File: config.mk
export PLATFORM = sky130hd
export DESIGN_NAME = serial_subtractor
export DESIGN_NICKNAME = d
export VERILOG_FILES = /design/src/rtl/serial_subtractor_pkg.sv /design/src/rtl/serial_subtractor_full_subtractor.sv /design/src/rtl/serial_subtractor.sv
export SDC_FILE = /design/constraint.sdc
export NUM_CORES = 1
export LEC_CHECK = 0
export BUFFER_PORTS_ARGS = -buffer_cell sky130_fd_sc_hd__buf_2
export CORE_ASPECT_RATIO = 0.8
export CORE_MARGIN = 8
export CORE_UTILIZATION = 30
export DETAILED_ROUTE_END_ITERATION = 8
export SYNTH_ARGS = -nofsm -noshare
export SYNTH_HDL_FRONTEND = slang
export SYNTH_HIERARCHICAL = 1
export SYNTH_SLANG_ARGS = --single-unit
File: constraint.sdc
create_clock -name clk -period 1.4 [get_ports clk]
set_input_delay 0.21 -clock clk [delete_from_list [all_inputs] [get_ports clk]]
set_output_delay 0.21 -clock clk [all_outputs]
set_load 0.01 [all_outputs]
File: src/rtl/serial_subtractor_pkg.sv
// Shared types and helpers for the bit-serial subtractor.
package serial_sub_pkg;

    typedef enum logic [1:0] {
        IDLE  = 2'b00,
        SHIFT = 2'b01,
        DONE  = 2'b10
    } state_t;

    // A single-bit counter is still needed when WIDTH is 1.
    function automatic int cnt_width(input int width);
        return (width <= 1) ? 1 : $clog2(width);
    endfunction

endpackage

File: src/rtl/serial_subtractor_full_subtractor.sv
// Gate-level one-bit full subtractor, companion to the gate-level adder cells.
module full_subtractor (
    input  logic a,
    input  logic b,
    input  logic bin,
    output logic d,
    output logic bout
);

    wire a_xor_b;
    wire a_n;
    wire a_xnor_b;
    wire borrow_gen;
    wire borrow_prop;

    xor g_x1 (a_xor_b, a, b);
    xor g_x2 (d, a_xor_b, bin);

    // Borrow is generated when a=0,b=1, and propagated when a==b.
    not g_n1 (a_n, a);
    and g_a1 (borrow_gen, a_n, b);
    not g_n2 (a_xnor_b, a_xor_b);
    and g_a2 (borrow_prop, a_xnor_b, bin);
    or  g_o1 (bout, borrow_gen, borrow_prop);

endmodule

File: src/rtl/serial_subtractor.sv
// Bit-serial unsigned subtractor: diff = a - b, LSB first, one bit per clock.
module serial_subtractor
    import serial_sub_pkg::*;
#(
    parameter int WIDTH = 8
) (
    input  logic             clk,
    input  logic             rst,
    input  logic             start,
    input  logic [WIDTH-1:0] a,
    input  logic [WIDTH-1:0] b,
    output logic             busy,
    output logic             done,
    output logic [WIDTH-1:0] diff,
    output logic             borrow
);

    localparam int CW = cnt_width(WIDTH);
    localparam logic [CW-1:0] LAST = CW'(WIDTH - 1);

    state_t state;
    state_t next_state;

    logic [WIDTH-1:0] a_sh;
    logic [WIDTH-1:0] b_sh;
    logic [WIDTH-1:0] res_sh;
    logic [WIDTH-1:0] res_next;
    logic             bflop;
    logic [CW-1:0]    cnt;
    logic             d;
    logic             bout;

    full_subtractor u_fs (
        .a    (a_sh[0]),
        .b    (b_sh[0]),
        .bin  (bflop),
        .d    (d),
        .bout (bout)
    );

    always_ff @(posedge clk) begin
        if (rst) begin
            state <= IDLE;
        end else begin
            state <= next_state;
        end
    end

    always_comb begin
        next_state = state;
        case (state)
            IDLE:    if (start) next_state = SHIFT;
            SHIFT:   if (cnt == LAST) next_state = DONE;
            DONE:    next_state = IDLE;
            default: next_state = IDLE;
        endcase
    end

    always_comb begin
        busy = (state != IDLE);
        done = (state == DONE);
    end

    // Shift written this way so it stays legal when WIDTH is 1.
    always_comb begin
        res_next            = res_sh >> 1;
        res_next[WIDTH-1]   = d;
    end

    always_ff @(posedge clk) begin
        if (rst) begin
            a_sh   <= '0;
            b_sh   <= '0;
            res_sh <= '0;
            bflop  <= 1'b0;
            cnt    <= '0;
            diff   <= '0;
            borrow <= 1'b0;
        end else begin
            case (state)
                IDLE: begin
                    if (start) begin
                        a_sh   <= a;
                        b_sh   <= b;
                        res_sh <= '0;
                        bflop  <= 1'b0;
                        cnt    <= '0;
                    end
                end
                SHIFT: begin
                    a_sh   <= a_sh >> 1;
                    b_sh   <= b_sh >> 1;
                    res_sh <= res_next;
                    bflop  <= bout;
                    cnt    <= cnt + 1'b1;
                    // Outputs only change on the final bit, never mid-operation.
                    if (cnt == LAST) begin
                        diff   <= res_next;
                        borrow <= bout;
                    end
                end
                default: ;
            endcase
        end
    end

endmodule

==> results.txt, run 1 <==
Routability cong. = 0.715
Crit end category = primary output
Hold EP = b_sh[7]$_SDFFE_PP0P_
Post-Syn Nets = 205
VDD IR-drop max = 0.452 mV
Fmax = 779 MHz
Die Span Y = 79.6 um
# fillers = 523
Max Slew Vio Count = 0
Reg2Reg Depth = 5
Dominant cell type by area after synthesis = dfxtp_1
Commonest register cell after synthesis = dfxtp_1
Period utilisation layout = 91.7%
H-tree levels = 2
Worst Clk Skew = 7.34 ps
Final setup fails = 0
Root Driver = clkbuf_8
Initial DRC count = 97
Max Cap Violations = 0
CTS Buf Count = 5
Hold Startpoint = b[7]
Mapped Cells = 183
Outcome = completed
GR Overflow Total = 0
Num rows = 23
Post-synthesis sequential area ratio = 50.1%
RR Startpoint = state[0]$_SDFFE_PP0P_
Top cells by area, synth = dfxtp_1 50%, nor2_1 13%, nor4_1 5.8%
Wire per inst = 12.2 um
Worst Path Max Fanout = 5
Post-CTS Hold Buffers = 0
Cell count of the worst hold path = 3
Post-route ant nets = 0
Flip-flop and latch count after synthesis = 38
RSZ-0062 raised after global routing = no
Worst-path clk slew = 70 ps
Layout cell share with drive strength beyond 1 = 23.9%
Critical path data arrival time = 1070 ps
Worst R2R End = borrow$_SDFFE_PP0P_
Slew HR = 67.4%
Clock latency on the worst-skew pair = 290 ps
Final net count = 235
# DRC = 0
Syn Area/Cell = 8.30 sq um
Commonest cells after routing, fill and taps aside = 54 x nor2_1, 37 x dfxtp_1, 29 x buf_2, 14 x nor4_1, 11 x a21oi_1
Placed cell count = 266
Die Footprint = 7610 sq um
Commonest non-fill, non-tap cell in the layout = nor2_1
Vias/cell = 4.69
Chip width = 95.6 um
Initial DRT Pass Iterations = 6
Ys Warns = 6
Worst hold path type = in -> reg
WL final = 3350 um
Fin cells = 275
Largest net degree at the start of global routing = 21
Met2 Use GR = 14.5%
Final Hold Fails = 0
Min cycle time layout = 1280 ps
Worst Path Required = 1190 ps
Design area = 1860 sq um
Setup CP Type = reg -> out
Yosys cell types = 25
Vias = 1,291
Core box area = 4950 sq um
Syn-to-layout area delta = 22.3%
Vias in the first global route = 1,244
Mapped cell area = 1520 sq um
Global route hottest layer = met2
Reg2reg setup slack = 130 ps
First-pass GRT wire length = 5630 um
PD cells = 1240 nW/um^2
Final HPWL DP = 2370 um
Met3 usage = 3.85%
Worst-margin pin slew = 489 ps
CTS tree = yes
Count of input and output buffers = 29
Placed cell areas = 1710 sq um
Synth async-reset ratio = 0%
Final worst hold slack = 186 ps
Number of synthesized flops with an enable pin = 0
Lkg Pwr = 0.795 nW
Startpoint Class = flop
GRT Overall Usage = 9.37%
Clk sinks = 38
Diode count = 0
Area share of the largest cell type after synthesis = 50.1%
Initial Util = 30.7%
Antenna violations before repair = 0
# IOs = 30
CTS max path bufs = 2
Grt met1 use = 11.1%
## Yosys cell counts (2+ instances only)
cell type,number
a21oi_1,11
a22oi_1,10
buf_2,6
buf_4,2
clkbuf_1,5
dfxtp_1,38
ha_1,2
inv_1,4
mux2i_1,2
nand2_1,9
nand3_1,9
nand3b_1,3
nor2_1,54
nor2b_1,3
nor4_1,14
o21ai_0,2
## critical path, cell delays in order (launching register included)
cell	delay (ps)
dfxtp_1	350
or2_2	300
buf_2	140
## cell type report
class	instances	area, sq um	share of cell area, %
clock buffers	6	82.6	4.44
inverters	4	15.0	0.808
clock inverters	1	30.0	1.62
flip-flops and latches	38	762	41.0
repair buffers	37	205	11.0
well taps	62	77.6	4.18
multi-input cells	127	686	36.9
## through the flow
stage                     power (mW)  setup TNS (ps)  setup WS, ps  util, %
after floorplan                 1.33               0           164        -
after global placement          1.38               0          32.8     34.6
after detailed placement        1.38           -39.9         -22.0     34.6
after CTS                       2.32               0          48.8     37.2
after global routing            2.42               0          29.0     37.5
final                           2.30               0           116     37.5
## worst max path at each step
stage	start	end	slack [ps]
global placement	state[0]$_SDFFE_PP0P_	cnt[1]$_SDFFE_PP0P_	30
CTS	state[0]$_SDFFE_PP0P_	b_sh[3]$_SDFFE_PP0P_	50
detailed placement	state[0]$_SDFFE_PP0P_	res_sh[4]$_SDFFE_PP0P_	-20
floorplan	cnt[0]$_SDFFE_PP0P_	state[0]$_SDFFE_PP0P_	160
finish	state[1]$_SDFFE_PP0P_	busy	120
global route	state[1]$_SDFFE_PP0P_	b_sh[2]$_SDFFE_PP0P_	30
## where the power goes
group / switching (mW) / internal [mW] / total (mW)
clock network: 0.364 / 0.570 / 0.933
registers: 0.0277 / 1.13 / 1.16
logic: 0.120 / 0.0886 / 0.208
## registers in the layout, indices dropped and copies added, names as in the netlist
signal	flops
bflop	1
state	2
b_sh	8
cnt	3
borrow	1
res_sh	7
diff	8
a_sh	8
## repair_timing
action | 4_1_cts | 5_1_grt
endpoints found under the setup margin | 12 | 22
gates resized for setup | 1 | 4
cloned | 0 | 0
buffers inserted | 2 | 0
pin swaps | 1 | 0
## cells by family (layout without fill, tap and decap cells)
family,count (synthesis),after routing,synth area share (%)
buffers and inverters,18,48,5.93
AOI/OAI and AO/OA,25,25,10.4
and+or+nand+nor,97,97,29.3
DFF,38,38,50.1
adders and majority gates,3,3,2.97
muxes,2,2,1.32
## per-layer routing
layer  part of all wire, %  vias to the layer above
met3                   7.4                        7
met4                   1.8                        0
met2                    44                       27
met5                     0                        -
li1                      -                      677
met1                    47                      580
Power figures use the tool's default switching activity.
==> run 2, diff against run 1 <==
--- a/config.mk
+++ b/config.mk
@@ -6,6 +6,7 @@
 export NUM_CORES = 1
 export LEC_CHECK = 0
 export BUFFER_PORTS_ARGS = -buffer_cell sky130_fd_sc_hd__buf_2
+export CAP_MARGIN = 20
 export CORE_ASPECT_RATIO = 0.8
 export CORE_MARGIN = 8
 export CORE_UTILIZATION = 30
==> constraint.sdc (replaced) <==
create_clock -name clk -period 1.3 [get_ports clk]
set_input_delay 0.195 -clock clk [delete_from_list [all_inputs] [get_ports clk]]
set_output_delay 0.195 -clock clk [all_outputs]
set_load 0.01 [all_outputs]
==> results.txt, run 2 (synthesized netlist as in run 1, its figures left out) <==
Worst R2R End = borrow$_SDFFE_PP0P_
Num rows = 23
RR Startpoint = state[0]$_SDFFE_PP0P_
Design area = 1960 sq um
Root Driver = clkbuf_8
Reg2Reg Depth = 5
Count of input and output buffers = 29
Diode count = 0
# DRC = 0
Initial DRC count = 71
Placed cell areas = 1760 sq um
Initial Util = 30.7%
Lkg Pwr = 0.835 nW
GRT Overall Usage = 8.94%
CTS Buf Count = 5
Min cycle time layout = 1280 ps
Final Hold Fails = 0
CP Launch Point = state[0]$_SDFFE_PP0P_
Final HPWL DP = 2320 um
Clock latency on the worst-skew pair = 280 ps
Die Footprint = 7610 sq um
Clk sinks = 38
Vias in the first global route = 1,166
Period utilisation layout = 98.4%
Slew HR = 68.0%
Startpoint Class = flop
CTS max path bufs = 2
First-pass GRT wire length = 5460 um
Commonest cells after routing, fill and taps aside = 54 x nor2_1, 35 x dfxtp_1, 28 x buf_2, 14 x nor4_1
Vias = 1,323
Post-CTS Hold Buffers = 0
# fillers = 507
Top Registers = a_sh: 8 flops, b_sh: 8 flops, diff: 8 flops
Layout cell share with drive strength beyond 1 = 26.7%
Syn-to-layout area delta = 29.1%
WL final = 3400 um
RSZ-0062 raised after global routing = yes
Hold Startpoint = b[7]
Chip width = 95.6 um
Outcome = completed
Max Slew Vio Count = 0
Fin cells = 279
Wire per inst = 12.2 um
Worst Path Required = 1110 ps
Routability cong. = 0.694
Critical path data arrival time = 1080 ps
VDD IR-drop max = 0.647 mV
Worst hold path type = in -> reg
Worst-path clk slew = 70 ps
Setup CP Type = reg -> out
Setup TNS = 0 ps
PD cells = 1280 nW/um^2
Final net count = 239
CTS tree = yes
Vias/cell = 4.74
Largest net degree at the start of global routing = 21
Reg2reg setup slack = 80 ps
CP Capture Point = busy
Fmax = 782 MHz
Worst Path Max Fanout = 4
Max Cap Violations = 0
Worst Clk Skew = 10.1 ps
# IOs = 30
Post-Place Worst Slack = -91.1 ps
GR Overflow Total = 0
Crit end category = primary output
Worst-margin pin slew = 480 ps
Initial DRT Pass Iterations = 4
H-tree levels = 2
Placed cell count = 269
Final setup fails = 0
Die Span Y = 79.6 um
Antenna violations before repair = 0
Core box area = 4950 sq um
Commonest non-fill, non-tap cell in the layout = nor2_1
Post-route ant nets = 0
Total power = 2.51 mW
Setup ws final = 21.1 ps
==> run 2: timing repair <==
action,4_1_cts,5_1_grt
buffers inserted,2,0
setup endpoints to repair,21,18
gates cloned,0,1
pin swaps,1,1
resized for setup,2,12
==> run 2: layer usage <==
layer,share of wire (%),GRT usage (%),vias to the layer above
li1,-,-,689
met5,0,0,-
met1,50,11.5,606
met4,1.2,3.22,0
met3,5.1,3.85,4
met2,44,12.9,24
==> run 2: final cells by class <==
class                      instances  area (sq um)  area share [%]
clock inverter                     1          30.0            1.53
clock buffer                       6          82.6            4.21
inverter                           4          15.0           0.766
tap                               62          77.6            3.96
multi-input combinational        127           692            35.3
sequential                        38           764            39.0
timing repair buffer              41           299            15.3
==> run 2: stage by stage <==
step / util [%] / hold WS (ps)
finish: 39.6 / 180
global route: 39.6 / 184
CTS: 38.2 / 171
detailed placement: 35.5 / 444
global placement: 35.5 / 440
floorplan: - / 355
==> run 2: power by group <==
group	leakage [nW]	internal [mW]	switching (mW)	total (mW)
Clock	0.0573	0.614	0.387	1.00
Combinational	0.466	0.126	0.141	0.267
Sequential	0.312	1.22	0.0277	1.24
==> run 2: critical path: stages, from the launching register on <==
cell and delay (ps):
dfxtp_2 340, buf_6 120, or2_4 220, buf_6 120
==> run 2: how the worst min path moves through the flow <==
| stage | to | slack [ps] | cells after the start |
|---|---|---|---|
| floorplan | a_sh[7]$_SDFFE_PP0P_ | 350 | 2 |
| global placement | diff[4]$_SDFFE_PP0P_ | 440 | 2 |
| detailed placement | diff[1]$_SDFFE_PP0P_ | 440 | 2 |
| CTS | b_sh[7]$_SDFFE_PP0P_ | 170 | 3 |
| global route | a_sh[6]$_SDFFE_PP0P_ | 180 | 3 |
| finish | b_sh[7]$_SDFFE_PP0P_ | 180 | 3 |
==> run 3, diff against run 2 <==
--- a/config.mk
+++ b/config.mk
@@ -11,6 +11,7 @@
 export CORE_MARGIN = 8
 export CORE_UTILIZATION = 30
 export DETAILED_ROUTE_END_ITERATION = 8
+export RECOVER_POWER = 25
 export SYNTH_ARGS = -nofsm -noshare
 export SYNTH_HDL_FRONTEND = slang
 export SYNTH_HIERARCHICAL = 1
==> constraint.sdc (replaced) <==
create_clock -name clk -period 1.2 [get_ports clk]
set_input_delay 0.18 -clock clk [delete_from_list [all_inputs] [get_ports clk]]
set_output_delay 0.18 -clock clk [all_outputs]
set_load 0.01 [all_outputs]
==> results.txt, run 3 (synthesized netlist as in run 1, its figures left out) <==
Outcome = complete, but fails checks
Failing checks = negative setup slack
Sequential Power Share = 50.4%
Final HPWL DP = 2450 um
Chip width = 95.6 um
Vias/cell = 4.83
Reg2reg setup slack = -140 ps
Slew HR = 66.8%
Antenna violations before repair = 0
Crit end category = flop
Final net count = 251
Clock latency on the worst-skew pair = 300 ps
Final Hold Fails = 0
Worst hold path type = in -> reg
GRT Overall Usage = 10.0%
WL final = 4080 um
CTS max path bufs = 2
Clk pwr share = 34.4%
Power Internal = 1.97 mW
Diode count = 0
Comb pwr share = 15.2%
RSZ-0062 raised after global routing = yes
Top Registers = a_sh: 8 flops, b_sh: 8 flops, diff: 8 flops
Final setup fails = 18
Root Driver = clkbuf_8
# IOs = 30
Worst path cell trace = buf_6, or3b_4, clkbuf_16, nor2_4, nor4_1
Routability cong. = 0.735
# DRC = 0
Worst Path Required = 1370 ps
Slowest cell on crit path = or3b_4
Worst Clk Skew = 9.32 ps
Sw power = 0.710 mW
Max Cap Violations = 0
CTS Buf Count = 5
Vias in the first global route = 1,311
Period utilisation layout = 111%
Setup CP Type = reg -> reg
CTS tree = yes
Initial DRC count = 67
Count of input and output buffers = 29
# fillers = 491
Multi-input gate area = 958 sq um
FF/Latch Area = 771 sq um
Post-route ant nets = 0
Commonest cells after routing, fill and taps aside = 41 x nor2_1, 32 x dfxtp_1, 25 x buf_2, 14 x buf_4
Max Slew Vio Count = 0
Commonest non-fill, non-tap cell in the layout = nor2_1
Largest net degree at the start of global routing = 25
Core box area = 4950 sq um
Cell count of the worst hold path = 3
PD cells = 1160 nW/um^2
Layout cell share with drive strength beyond 1 = 50.9%
Placed cell areas = 1830 sq um
Initial Util = 30.7%
Setup ws final = -135 ps
GR Overflow Total = 0
Syn-to-layout area delta = 52.9%
Worst Path Max Fanout = 6
Fmax = 749 MHz
Lkg Pwr = 0.896 nW
Die Footprint = 7610 sq um
Wire per inst = 14.0 um
Die Span Y = 79.6 um
VDD IR-drop max = 0.529 mV
H-tree levels = 2
Initial DRT Pass Iterations = 4
Startpoint Class = flop
Worst-path clk slew = 80 ps
First-pass GRT wire length = 5940 um
Vias = 1,409
Critical path data arrival time = 1500 ps
Num rows = 23
Reg2Reg Depth = 5
Crit-path max cell delay = 410 ps
Design area = 2320 sq um
Min cycle time layout = 1340 ps
Setup TNS = -1780 ps
Clk sinks = 38
Worst-margin pin slew = 498 ps
Sw Ratio = 26.5%
==> run 3: repair_timing <==
action,in CTS,in global routing
hold buffers,0,0
gates resized for setup,36,51
setup endpoints to repair,24,34
gates cloned,1,2
setup buffers,4,0
hold endpoints to repair,0,0
pin swaps,16,9
==> run 3: metrics by stage <==
step | utilization [%] | instances | power [mW] | setup slack, ps | hold slack (ps)
3_3_place_gp | 37.1 | 279 | 1.66 | -25.8 | 440
3_5_place_dp | 37.1 | 279 | 1.66 | -30.8 | 446
2_1_floorplan | - | 183 | 1.55 | 32.7 | 340
4_1_cts | 42.6 | 292 | 2.60 | -120 | 122
6_report | 46.9 | 292 | 2.68 | -135 | 150
5_1_grt | 46.9 | 292 | 2.82 | -209 | 149
==> run 3: worst paths after layout <==
kind | from | to
setup reg to reg | state[0]$_SDFFE_PP0P_ | b_sh[6]$_SDFFE_PP0P_
setup / recovery | state[0]$_SDFFE_PP0P_ | b_sh[6]$_SDFFE_PP0P_
hold reg to reg | diff[4]$_SDFFE_PP0P_ | diff[4]$_SDFFE_PP0P_
hold / removal | b[7] | b_sh[7]$_SDFFE_PP0P_
==> run 3: final cells by class <==
cell class                 instances  share of cell area (%)
tap                               62                    3.34
clock buffer                       6                    3.56
sequential                        38                    33.2
inverter                           4                   0.647
multi-input combinational        127                    41.3
timing repair buffer              53                    17.5
clock inverter                     2                   0.539
==> run 3: per-layer routing <==
layer  wire length [um]  vias to the layer above  track usage, %  part of all wire (%)
met5                  0                        -               0                     0
met4                 85                        0            6.28                   2.1
met3                220                        7            3.10                   5.4
met2               1920                       26            15.0                    47
met1               1860                      665            12.2                    46
li1                   -                      711               -                     -
==> run 3: power groups by stage <==
stage / sequential, mW / combinational, mW / clock [mW]
6_report: 1.35 / 0.408 / 0.923
5_1_grt: 1.36 / 0.445 / 1.02
4_1_cts: 1.35 / 0.298 / 0.956
3_5_place_dp: 1.38 / 0.279 / 0
3_3_place_gp: 1.38 / 0.277 / 0
2_1_floorplan: 1.37 / 0.181 / 0
==> run 3: worst max-delay path: cells and delay by family (launching register included) <==
family	cells	cell delay (ps)
and+or+nand+nor	3	540
DFF	1	350
buffers and inverters	2	310
